`config.mk`:
```
export PLATFORM = sky130hd
export DESIGN_NAME = div_unit
export DESIGN_NICKNAME = d
export VERILOG_FILES = /design/src/rtl/div_unit_pkg.sv /design/src/rtl/div_unit_sign_fix.sv /design/src/rtl/div_unit.sv
export SDC_FILE = /design/constraint.sdc
export NUM_CORES = 1
export LEC_CHECK = 0
export BUFFER_PORTS_ARGS = -buffer_cell sky130_fd_sc_hd__buf_2
export CORE_ASPECT_RATIO = 1.75
export CORE_MARGIN = 2
export CORE_UTILIZATION = 55
export DETAILED_ROUTE_END_ITERATION = 8
export PLACE_DENSITY = 0.75
export SYNTH_ARGS = -nofsm -noshare
export SYNTH_HDL_FRONTEND = slang
export SYNTH_SLANG_ARGS = --single-unit
```
`constraint.sdc`:
```
create_clock -name clk -period 6.4 [get_ports clk]
set_input_delay 0.64 -clock clk [delete_from_list [all_inputs] [get_ports clk]]
set_output_delay 0.64 -clock clk [all_outputs]
set_load 0.01 [all_outputs]
```
`src/rtl/div_unit_pkg.sv`:
```
// Shared encodings for the radix-2 restoring divider: FSM state codes,
// the EX-stage alucontrol codes that qualify the HI/LO write, and the divide-by-zero quotient.
package div_unit_pkg;

    typedef enum logic [1:0] {
        DIV_IDLE   = 2'b00,
        DIV_BYZERO = 2'b01,
        DIV_ON     = 2'b10,
        DIV_END    = 2'b11
    } div_state_e;

    localparam logic [7:0]  EXE_DIV_OP    = 8'b0001_1010;
    localparam logic [7:0]  EXE_DIVU_OP   = 8'b0001_1011;
    localparam logic [31:0] DIV_ZERO_QUOT = 32'hFFFF_FFFF;

endpackage

```
`src/rtl/div_unit_sign_fix.sv`:
```
// Conditional two's-complement negate: used both to take operand magnitudes
// and to restore the sign of quotient/remainder.
module div_unit_sign_fix #(
    parameter int WIDTH = 32
) (
    input  logic [WIDTH-1:0] val,
    input  logic             neg,
    output logic [WIDTH-1:0] res
);

    // Negate when requested, pass through otherwise.
    always_comb begin
        if (neg) begin
            res = ~val + {{(WIDTH-1){1'b0}}, 1'b1};
        end else begin
            res = val;
        end
    end

endmodule

```
`src/rtl/div_unit.sv`:
```
// Multi-cycle radix-2 restoring divider for DIV/DIVU: remainder to HI, quotient to LO,
// one result_ready_o strobe per completed divide.
module div_unit
    import div_unit_pkg::*;
#(
    parameter int WIDTH = 32,
    parameter int CNT_W = 6
) (
    input  logic             clk,
    input  logic             rst,
    input  logic             start_i,
    input  logic             signed_i,
    input  logic             annul_i,
    input  logic [WIDTH-1:0] opa_i,
    input  logic [WIDTH-1:0] opb_i,
    output logic [WIDTH-1:0] hi_o,
    output logic [WIDTH-1:0] lo_o,
    output logic             result_ready_o,
    output logic             stall_o
);

    localparam logic [CNT_W-1:0] LAST_CNT = CNT_W'(WIDTH - 1);

    div_state_e       state_r, state_nxt_s;
    logic [CNT_W-1:0] cnt_r;
    logic [WIDTH-1:0] rem_r, quot_r, divisor_r, dividend_r;
    logic             neg_quot_r, neg_rem_r;
    logic [WIDTH-1:0] opa_mag_s, opb_mag_s, quot_fix_s, rem_fix_s;
    logic [WIDTH:0]   trial_s;
    logic             accept_s, last_step_s, opb_zero_s;

    div_unit_sign_fix #(.WIDTH(WIDTH)) u_abs_a (
        .val (opa_i),
        .neg (signed_i & opa_i[WIDTH-1]),
        .res (opa_mag_s)
    );

    div_unit_sign_fix #(.WIDTH(WIDTH)) u_abs_b (
        .val (opb_i),
        .neg (signed_i & opb_i[WIDTH-1]),
        .res (opb_mag_s)
    );

    div_unit_sign_fix #(.WIDTH(WIDTH)) u_fix_q (
        .val (quot_r),
        .neg (neg_quot_r),
        .res (quot_fix_s)
    );

    div_unit_sign_fix #(.WIDTH(WIDTH)) u_fix_r (
        .val (rem_r),
        .neg (neg_rem_r),
        .res (rem_fix_s)
    );

    assign stall_o = start_i & ~result_ready_o;

    // Acceptance, last-step detect and the trial subtraction of the shifted partial remainder.
    always_comb begin
        accept_s    = (state_r == DIV_IDLE) & start_i & ~annul_i;
        last_step_s = (cnt_r == LAST_CNT);
        opb_zero_s  = (opb_i == {WIDTH{1'b0}});
        trial_s     = {rem_r, quot_r[WIDTH-1]} - {1'b0, divisor_r};
    end

    // State register.
    always_ff @(posedge clk) begin
        if (rst) begin
            state_r <= DIV_IDLE;
        end else begin
            state_r <= state_nxt_s;
        end
    end

    // Next-state logic; annul only cancels work that has not yet reached END.
    always_comb begin
        state_nxt_s = state_r;
        case (state_r)
            DIV_IDLE: begin
                if (accept_s) begin
                    if (opb_zero_s) begin
                        state_nxt_s = DIV_BYZERO;
                    end else begin
                        state_nxt_s = DIV_ON;
                    end
                end else begin
                    state_nxt_s = DIV_IDLE;
                end
            end
            DIV_BYZERO: begin
                if (annul_i) begin
                    state_nxt_s = DIV_IDLE;
                end else begin
                    state_nxt_s = DIV_END;
                end
            end
            DIV_ON: begin
                if (annul_i) begin
                    state_nxt_s = DIV_IDLE;
                end else if (last_step_s) begin
                    state_nxt_s = DIV_END;
                end else begin
                    state_nxt_s = DIV_ON;
                end
            end
            DIV_END: begin
                state_nxt_s = DIV_IDLE;
            end
            default: begin
                state_nxt_s = DIV_IDLE;
            end
        endcase
    end

    // Datapath: operand capture, one restoring step per ON cycle, registered result.
    always_ff @(posedge clk) begin
        if (rst) begin
            cnt_r          <= {CNT_W{1'b0}};
            rem_r          <= {WIDTH{1'b0}};
            quot_r         <= {WIDTH{1'b0}};
            divisor_r      <= {WIDTH{1'b0}};
            dividend_r     <= {WIDTH{1'b0}};
            neg_quot_r     <= 1'b0;
            neg_rem_r      <= 1'b0;
            hi_o           <= {WIDTH{1'b0}};
            lo_o           <= {WIDTH{1'b0}};
            result_ready_o <= 1'b0;
        end else begin
            result_ready_o <= 1'b0;
            case (state_r)
                DIV_IDLE: begin
                    if (accept_s) begin
                        dividend_r <= opa_i;
                        divisor_r  <= opb_mag_s;
                        rem_r      <= {WIDTH{1'b0}};
                        quot_r     <= opa_mag_s;
                        cnt_r      <= {CNT_W{1'b0}};
                        neg_quot_r <= signed_i & (opa_i[WIDTH-1] ^ opb_i[WIDTH-1]);
                        neg_rem_r  <= signed_i & opa_i[WIDTH-1];
                    end
                end
                DIV_BYZERO: begin
                    // Raw dividend and all-ones quotient, no sign fixup.
                    rem_r      <= dividend_r;
                    quot_r     <= {WIDTH{1'b1}};
                    neg_quot_r <= 1'b0;
                    neg_rem_r  <= 1'b0;
                end
                DIV_ON: begin
                    if (!trial_s[WIDTH]) begin
                        rem_r  <= trial_s[WIDTH-1:0];
                        quot_r <= {quot_r[WIDTH-2:0], 1'b1};
                    end else begin
                        rem_r  <= {rem_r[WIDTH-2:0], quot_r[WIDTH-1]};
                        quot_r <= {quot_r[WIDTH-2:0], 1'b0};
                    end
                    cnt_r <= cnt_r + {{(CNT_W-1){1'b0}}, 1'b1};
                end
                DIV_END: begin
                    hi_o           <= rem_fix_s;
                    lo_o           <= quot_fix_s;
                    result_ready_o <= 1'b1;
                end
                default: begin
                    cnt_r <= {CNT_W{1'b0}};
                end
            endcase
        end
    end

endmodule
```
Yosys cells after proc, flatten, opt, wreduce, memory -nomap -nowiden
Cells that the tools add are included.
{ "word_totals": {"reg_bits": 203, "in_bits": 69, "wordCells": 67} }
{ "classes": {"add_sub_neg": 6, "n_eq_ne": 5, "muxes": 23, "n_bitwise": 13, "reduce_logical": 9} }
{ "op_table": {"columns": ["operator", "n"], "rows": [
  ["two-way mux 32 bit", 7],
  ["case mux 32 bit (3 select lines)", 2],
  ["adder 32 x 1 -> 32 bit (second input constant)", 4],
  ["inverter 32 bit", 4],
  ["subtractor 33 x 32 -> 33 bit", 1],
  ["logical NOT 32 bit", 1],
  ["case mux 6 bit (2 select lines)", 1],
  ["two-way mux 2 bit", 4],
  ["case mux 2 bit (4 select lines)", 1],
  ["AND reduction 2 bit", 4],
  ["adder 6 x 1 -> 6 bit (second input constant)", 1],
  ["AND 1 bit", 6],
  ["equality test 6 x 5 -> 1 bit (second input constant)", 1],
  ["two-way mux 6 bit", 1],
  ["two-way mux 1 bit", 5],
  ["equality test 2 bit (second input constant)", 2],
  ["case mux 1 bit (2 select lines)", 2],
  ["nonzero test 2 bit", 2],
  ["nonzero test 3 bit", 1],
  ["equality test 2 x 1 -> 1 bit (second input constant)", 1],
  ["logical NOT 2 bit", 1],
  ["inequality test 2 bit (second input constant)", 1],
  ["inverter 1 bit", 2],
  ["XOR 1 bit", 1]
]} }

Depth between registers and ports, before layout
Gate-level depths: netlist of the first run.
{ "logic_depth": {"ltp_word": 5, "ltp_mapped": 15, "depth_no_buf": 12} }

By module
Synthesis of the first run repeated with hierarchy kept, for this count alone.
{ "hier_totals": {"hier_cells": 1636, "area_unflattened_um2": 13177.6} }
{ "modules_own_cells": {"columns": ["mod", "n_inst", "cells_per_inst", "area_each_um2"], "rows": [
  ["div_unit", 1, 1240, 10069.7],
  ["div_unit_sign_fix", 4, 99, 777.0]
]} }

Least setup slack after synthesis of the first run
Ideal clock, no wire load.
{ "synth_timing": {"path_kind": "register to register", "start": "register quot_r[31]", "end": "register rem_r[29]", "t_arrival_ps": 3175, "path_slack_ps": 3108, "path_stages_with_launch": 15, "path_cell_list": "dfxtp_1 > inv_1 > ha_1 > fa_1 > nor2b_1 > o31a_1 > o21ai_1 > o211ai_1 > a311oi_2 > xnor2_2 > buf_2 > buf_2 > buf_2 > o22ai_1 > a31o_2"} }
{ "synth_via": {"elab_chain_cells": 3} }
{ "synth_rtl": {"columns": ["item", "line_no", "text"], "rows": [
  ["start: declaration", "div_unit.sv:26", "logic [WIDTH-1:0] rem_r, quot_r, divisor_r, dividend_r;"],
  ["start signal: assignment", "div_unit.sv:120", "quot_r <= {WIDTH{1'b0}};"],
  ["start signal: assignment", "div_unit.sv:136", "quot_r <= opa_mag_s;"],
  ["start signal: assignment", "div_unit.sv:145", "quot_r <= {WIDTH{1'b1}};"],
  ["subtractor 33 x 32 -> 33 bit", "div_unit.sv:63", "trial_s = {rem_r, quot_r[WIDTH-1]} - {1'b0, divisor_r};"],
  ["two-way mux 32 bit", "div_unit.sv:150", "if (!trial_s[WIDTH]) begin"],
  ["case mux 32 bit (3 select lines)", "div_unit.sv:130", "case (state_r)"],
  ["end signal: assignment", "div_unit.sv:135", "rem_r <= {WIDTH{1'b0}};"],
  ["end signal: assignment", "div_unit.sv:151", "rem_r <= trial_s[WIDTH-1:0];"],
  ["end signal: assignment", "div_unit.sv:154", "rem_r <= {rem_r[WIDTH-2:0], quot_r[WIDTH-1]};"],
  ["end: declaration", "div_unit.sv:26", null]
]} }
No other way between the ends.
A chain may end at the register's enable or synchronous reset.

Worst setup path in the final report of the first run
{ "layout_timing": {"start": "register quot_r[31]", "end": "register rem_r[14]"} }
The elaborated chain is that of the path after synthesis.

==> results of run 1 <==
-- registers in the layout, summed over array words and instances, names as in the netlist --
| name | count |
|---|---|
| rem_r | 32 |
| neg_rem_r | 1 |
| state_r | 2 |
| neg_quot_r | 1 |
| hi_o | 32 |
| cnt_r | 6 |
| quot_r | 32 |
| lo_o | 32 |
| divisor_r | 32 |
| dividend_r | 32 |
| result_ready_o | 1 |
-- synth_stat cells (all sizes together), types with 5 or more instances --
| cell | count | area (sq um) |
|---|---|---|
| nor2b | 11 | 68.8 |
| nand4 | 6 | 37.5 |
| nor3b | 5 | 37.5 |
| o211ai | 22 | 170 |
| nor4 | 9 | 62.6 |
| a21o | 8 | 60.1 |
| a311oi | 8 | 76.3 |
| o21ai | 77 | 385 |
| a211oi | 88 | 661 |
| or3 | 21 | 131 |
| mux2i | 36 | 360 |
| xnor2 | 56 | 498 |
| nand2 | 206 | 773 |
| buf | 17 | 72.6 |
| or2 | 6 | 40.0 |
| nand3b | 5 | 37.5 |
| dfxtp | 203 | 4060 |
| a31oi | 6 | 37.5 |
| inv | 54 | 203 |
| o22ai | 15 | 93.8 |
| and3 | 14 | 87.6 |
| ha | 42 | 526 |
| o31ai | 28 | 234 |
| a21oi | 164 | 832 |
| o41ai | 13 | 114 |
| a222oi | 9 | 90.1 |
| mux2 | 9 | 101 |
| nor2 | 156 | 591 |
| nand3 | 16 | 80.1 |
| a22oi | 12 | 90.1 |
| nand2b | 6 | 37.5 |
| nor3 | 21 | 110 |
| xor2 | 88 | 771 |
| or4 | 17 | 146 |
| clkbuf | 90 | 338 |
| and2 | 6 | 37.5 |
| o21a | 8 | 60.1 |
| a32oi | 5 | 43.8 |
-- kinds of logic (layout without fill, tap and decap cells) --
kind of cell    count (synthesis)  count (layout)
buf+inv                       161             235
fa+ha+maj                      43              43
mux                            45              45
simple gates                  509             509
flops                         203             203
xor+xnor                      144             144
other cells                     0               1
compound gates                491             491
-- how the worst max path moves through the flow --
stage	end	from
final	rem_r[14]$_SDFFE_PP0P_	quot_r[31]$_SDFFE_PP0P_
after global routing	rem_r[14]$_SDFFE_PP0P_	quot_r[31]$_SDFFE_PP0P_
after CTS	rem_r[14]$_SDFFE_PP0P_	quot_r[31]$_SDFFE_PP0P_
after detailed placement	rem_r[14]$_SDFFE_PP0P_	quot_r[31]$_SDFFE_PP0P_
after global placement	rem_r[14]$_SDFFE_PP0P_	quot_r[31]$_SDFFE_PP0P_
after floorplan	rem_r[29]$_SDFFE_PP0P_	quot_r[31]$_SDFFE_PP0P_
-- routing by layer --
| layer | vias up | part of all wire (%) | GRT usage, % |
|---|---|---|---|
| met5 | - | 0 | 0 |
| met4 | 0 | 6.4 | 18.2 |
| met3 | 112 | 5.2 | 2.68 |
| met2 | 473 | 50 | 50.1 |
| met1 | 5468 | 39 | 32.6 |
| li1 | 5839 | - | - |
-- worst max-delay path: stages (launching register included) --
cell      delay (ns)
dfxtp_1         0.41
inv_1           0.07
ha_1            0.24
fa_1            0.42
nor2b_1         0.17
o31a_1          0.19
o21ai_1         0.20
o211ai_1        0.42
a311oi_2        0.24
xnor2_4         0.53
buf_4           0.44
mux2_1          0.37
a222oi_1        0.28
a211oi_1        0.08
-- stage by stage --
stage	cell area [sq um]	hold slack, ns	util [%]	power, mW
floorplan	12500	0.432	-	1.71
global route	13900	0.421	62.8	3.17
finish	13900	0.420	62.8	3.05
global placement	13300	0.441	59.8	1.84
detailed placement	13300	0.449	59.8	1.85
CTS	13900	0.400	62.8	3.06
-- power breakdown --
part	switching (mW)	total, mW	leakage [nW]	internal [mW]
Clock	0.509	1.22	0.325	0.712
Sequential	0.0410	1.34	1.65	1.30
Combinational	0.304	0.488	3.38	0.183
Total	0.855	3.05	5.35	2.20
-- area by class of cell --
cell class | instances | area [sq um] | area share (%)
multi-input combinational | 1232 | 7840 | 56.3
sequential | 203 | 4060 | 29.2
timing repair buffer | 148 | 782 | 5.62
clock buffer | 28 | 582 | 4.18
tap | 296 | 370 | 2.66
inverter | 54 | 203 | 1.46
clock inverter | 5 | 75.1 | 0.539
antenna | 1 | 2.50 | 0.0180
-- cells in the final DEF, fill, tap and decap left out, drive strengths merged, types with 54 or more instances in the layout --
cell type,synthesis,layout
buf,17,148
a211oi,88,88
dfxtp,203,203
nand2,206,206
nor2,156,156
o21ai,77,77
inv,54,54
a21oi,164,164
xor2,88,88
xnor2,56,56
==> results.json, run 1 <==
{
  "ys_ff_latch": 203,
  "worstHoldStart": "opa_i[26]",
  "port-buffer-count": 134,
  "powerDensity_nw_per_um2": 219,
  "layout-drive-gt1-share_pct": 12.6,
  "drtIter0Drc": 1066,
  "holdBufCountCts": 0,
  "start_kind": "flip-flop",
  "postSynthCellCount": 1596,
  "ctsResizeCount": 0,
  "routed_wl_mm": 34.8,
  "postSynthAreaPerCell_sq_um": 7.82,
  "core_sq_um": 22200,
  "hold_end": "dividend_r[26]$_SDFFE_PP0P_",
  "via_count": 11900,
  "slew_violations": 0,
  "grt_pass1_vias": 11300,
  "muxShareOfSynthArea_pct": 3.70,
  "fmax_ghz": 0.237,
  "slew_headroom_pct": 40.0,
  "nFillCells": 2065,
  "grt_max_degree": 96,
  "syn_to_final_growth_pct": 11.5,
  "crit_path_max_fanout": 25,
  "r2r_end": "rem_r[14]$_SDFFE_PP0P_",
  "netlist_area_sq_um": 12500,
  "power.leakage_nw": 5.35,
  "clock-sinks": 203,
  "r2r_setup_slack_ns": 2.18,
  "synth-xor-area-share_pct": 10.2,
  "cap_violations": 0,
  "grt_util_all_layers_pct": 28.4,
  "worstPathArrival_ns": 4.58,
  "hold_depth": 3,
  "antenna_found_initial": 1,
  "setup_viol": 0,
  "clk_root_buffer_cell": "clkbuf_16",
  "r2r-start": "quot_r[31]$_SDFFE_PP0P_",
  "fin_cells": 1967,
  "clk_latency_ns": 0.51,
  "status": "complete, no violations",
  "worst_pin_slew_ns": 0.901,
  "post_cts_buffers": 0,
  "fin_nets": 1771,
  "ios": 135,
  "clockBufferDepth": 3,
  "end_kind": "flip-flop",
  "hold_path_class": "in2reg",
  "async_reset_ff_share_pct": 0,
  "cts_tree": "done",
  "placementRows": 72,
  "dp.final_hpwl_mm": 25.1,
  "route.antenna.remaining_nets": 0,
  "numCtsBuffers": 20,
  "synth_compound_area_share_pct": 25.7,
  "rsz0062_at_grt": "false",
  "fp.dieArea_sq_um": 24000,
  "gp_congestion": 1.05,
  "required_ns": 6.76,
  "post-place-ws_ns": 2.27,
  "r2r.worst_path.cells": 13,
  "timing.final.crit_period_ns": 4.22,
  "synth.distinct_cells": 75,
  "synth_top_family_by_area": "compound AO/OA/AOI/OAI gates",
  "final_hold_viol_count": 0,
  "viasPerCell": 6.05,
  "synth_nets": 1708,
  "drt_first_pass_iters": 7,
  "grt_overflow": 0,
  "drcViolationCount": 0,
  "synth_warnings": 0,
  "peakVddDrop_uv": 152,
  "htree_num_levels": 1,
  "ys_seq_area_share_pct": 32.6,
  "start_util_pct": 56.3,
  "clkTransAtPathRegs_ns": 0.07,
  "critPathKind": "reg2reg",
  "finalWorstSetupSlack_ns": 2.18,
  "die_y_um": 203,
  "ys.flop_type": "dfxtp_1",
  "synth_fa_ha_area_share_pct": 4.37,
  "placedCellCount": 1933,
  "finalClockSkew_ns": 0.0120,
  "setup_tns_ns": 0,
  "min_period_over_period_pct": 65.9,
  "wl_per_cell_um": 17.7,
  "grt_pass1_wl_mm": 56.6,
  "die-width_um": 118,
  "synth-simple-area-share_pct": 18.6,
  "synth-edff-count": 0
}
Power figures use the tool's default switching activity.
==> run 2, diff against run 1 <==
--- a/config.mk
+++ b/config.mk
@@ -8,9 +8,9 @@
 export BUFFER_PORTS_ARGS = -buffer_cell sky130_fd_sc_hd__buf_2
 export CORE_ASPECT_RATIO = 1.75
 export CORE_MARGIN = 2
-export CORE_UTILIZATION = 55
+export CORE_UTILIZATION = 54
 export DETAILED_ROUTE_END_ITERATION = 8
-export PLACE_DENSITY = 0.75
+export PLACE_DENSITY = 0.77
 export SYNTH_ARGS = -nofsm -noshare
 export SYNTH_HDL_FRONTEND = slang
 export SYNTH_SLANG_ARGS = --single-unit
==> constraint.sdc (replaced) <==
create_clock -name clk -period 3.65 [get_ports clk]
set_input_delay 0.365 -clock clk [delete_from_list [all_inputs] [get_ports clk]]
set_output_delay 0.365 -clock clk [all_outputs]
set_load 0.01 [all_outputs]
==> results.json, run 2 (synthesis gave the netlist of run 1 again) <==
{
  "gp_congestion": 1.04,
  "layout_common_cells": "nand2_1 (206), dfxtp_1 (203), a21oi_1 (161), nor2_1 (154), buf_2 (133)",
  "placementRows": 73,
  "grt_pass1_wl_mm": 57.6,
  "finalClockSkew_ns": 0.0170,
  "clk_root_buffer_cell": "clkbuf_16",
  "crit_path_max_fanout": 20,
  "setup_tns_ns": 0,
  "worstPathArrival_ns": 3.80,
  "drtIter0Drc": 903,
  "grt_max_degree": 103,
  "ios": 135,
  "final_hold_viol_count": 0,
  "clk_latency_ns": 0.50,
  "powerDensity_nw_per_um2": 381,
  "slew_headroom_pct": 32.4,
  "ctsResizeCount": 0,
  "layout-drive-gt1-share_pct": 14.3,
  "post_cts_buffers": 0,
  "fmax_ghz": 0.290,
  "wl_per_cell_um": 17.9,
  "grt_pass1_vias": 11400,
  "die_y_um": 205,
  "p_total_mw": 5.40,
  "holdBufCountCts": 0,
  "post-place-ws_ns": 0.262,
  "required_ns": 4.00,
  "numCtsBuffers": 20,
  "critPathKind": "reg2reg",
  "clockBufferDepth": 3,
  "final_common_cell": "nand2_1",
  "setup_viol": 0,
  "peakVddDrop_uv": 247,
  "htree_num_levels": 1,
  "start_util_pct": 54.9,
  "status": "complete, no violations",
  "die-width_um": 119,
  "cap_violations": 0,
  "end_kind": "flip-flop",
  "worst_pin_slew_ns": 1.01,
  "fin_area_sq_um": 14200,
  "power.leakage_nw": 5.51,
  "hold_path_class": "in2reg",
  "min_period_over_period_pct": 94.6,
  "viasPerCell": 5.96,
  "clock-sinks": 203,
  "grt_util_all_layers_pct": 28.8,
  "diodes": 0,
  "drt_first_pass_iters": 6,
  "drcViolationCount": 0,
  "port-buffer-count": 134,
  "fin_nets": 1799,
  "dp.final_hpwl_mm": 26.2,
  "route.antenna.remaining_nets": 0,
  "rsz0062_at_grt": "false",
  "start_kind": "flip-flop",
  "cts_tree": "done",
  "finalWorstSetupSlack_ns": 0.197,
  "place_area_sq_um": 13500,
  "timing.final.crit_period_ns": 3.45,
  "antenna_found_initial": 0,
  "nFillCells": 2053,
  "syn_to_final_growth_pct": 13.6,
  "routed_wl_mm": 35.7,
  "fp.dieArea_sq_um": 24400,
  "slew_violations": 0,
  "via_count": 11900,
  "grt_overflow": 0,
  "core_sq_um": 22700,
  "clkTransAtPathRegs_ns": 0.06
}
-- run 2: path summary, 6_finish.rpt --
path                            endpoint                  startpoint  depth (start not counted)  slack [ns]
max reg2reg       rem_r[14]$_SDFFE_PP0P_     quot_r[31]$_SDFFE_PP0P_                         14        0.20
min          dividend_r[14]$_SDFFE_PP0P_                   opa_i[14]                          3        0.16
max               rem_r[14]$_SDFFE_PP0P_     quot_r[31]$_SDFFE_PP0P_                         14        0.20
min reg2reg   divisor_r[20]$_SDFFE_PP0P_  divisor_r[20]$_SDFFE_PP0P_                          2        0.45
-- run 2: metrics by stage --
stage               utilization, %  hold WS [ns]  cells
finish                        62.4         0.158   2000
global route                  62.4         0.168   2000
CTS                           62.4         0.149   2000
detailed placement            59.3         0.449   1965
global placement              59.3         0.441   1965
floorplan                        -         0.432   1596
-- run 2: layout make-up --
class | count | area (sq um) | share of cell area [%]
clock inverters | 5 | 55.1 | 0.388
inverters | 54 | 203 | 1.43
clock buffers | 30 | 629 | 4.44
repair buffers | 176 | 1020 | 7.17
flip-flops and latches | 203 | 4060 | 28.7
well taps | 300 | 375 | 2.65
multi-input cells | 1232 | 7840 | 55.3
-- run 2: power by group --
| group | internal (mW) | switching [mW] | total (mW) | leakage [nW] |
|---|---|---|---|---|
| Combinational | 0.334 | 0.546 | 0.881 | 3.53 |
| Clock | 1.26 | 0.897 | 2.16 | 0.334 |
| Sequential | 2.29 | 0.0743 | 2.36 | 1.65 |
| Total | 3.88 | 1.52 | 5.40 | 5.51 |
-- run 2: metal layers --
layer	GRT usage (%)	up-vias	routed length, um
li1	-	5898	-
met1	33.1	5513	14000
met2	52.4	416	18100
met3	2.87	100	1870
met4	14.8	0	1750
met5	0	-	0
-- run 2: worst max-delay path: stages, from the launching register on --
cell and delay [ns]:
dfxtp_1 0.41, inv_1 0.07, ha_1 0.22, fa_1 0.41, nor2b_1 0.18, o31a_1 0.19
o21ai_1 0.14, o211ai_1 0.21, buf_4 0.17, a311oi_2 0.14, xnor2_4 0.24, buf_12 0.20
mux2_1 0.34, a222oi_1 0.28, a211oi_1 0.09
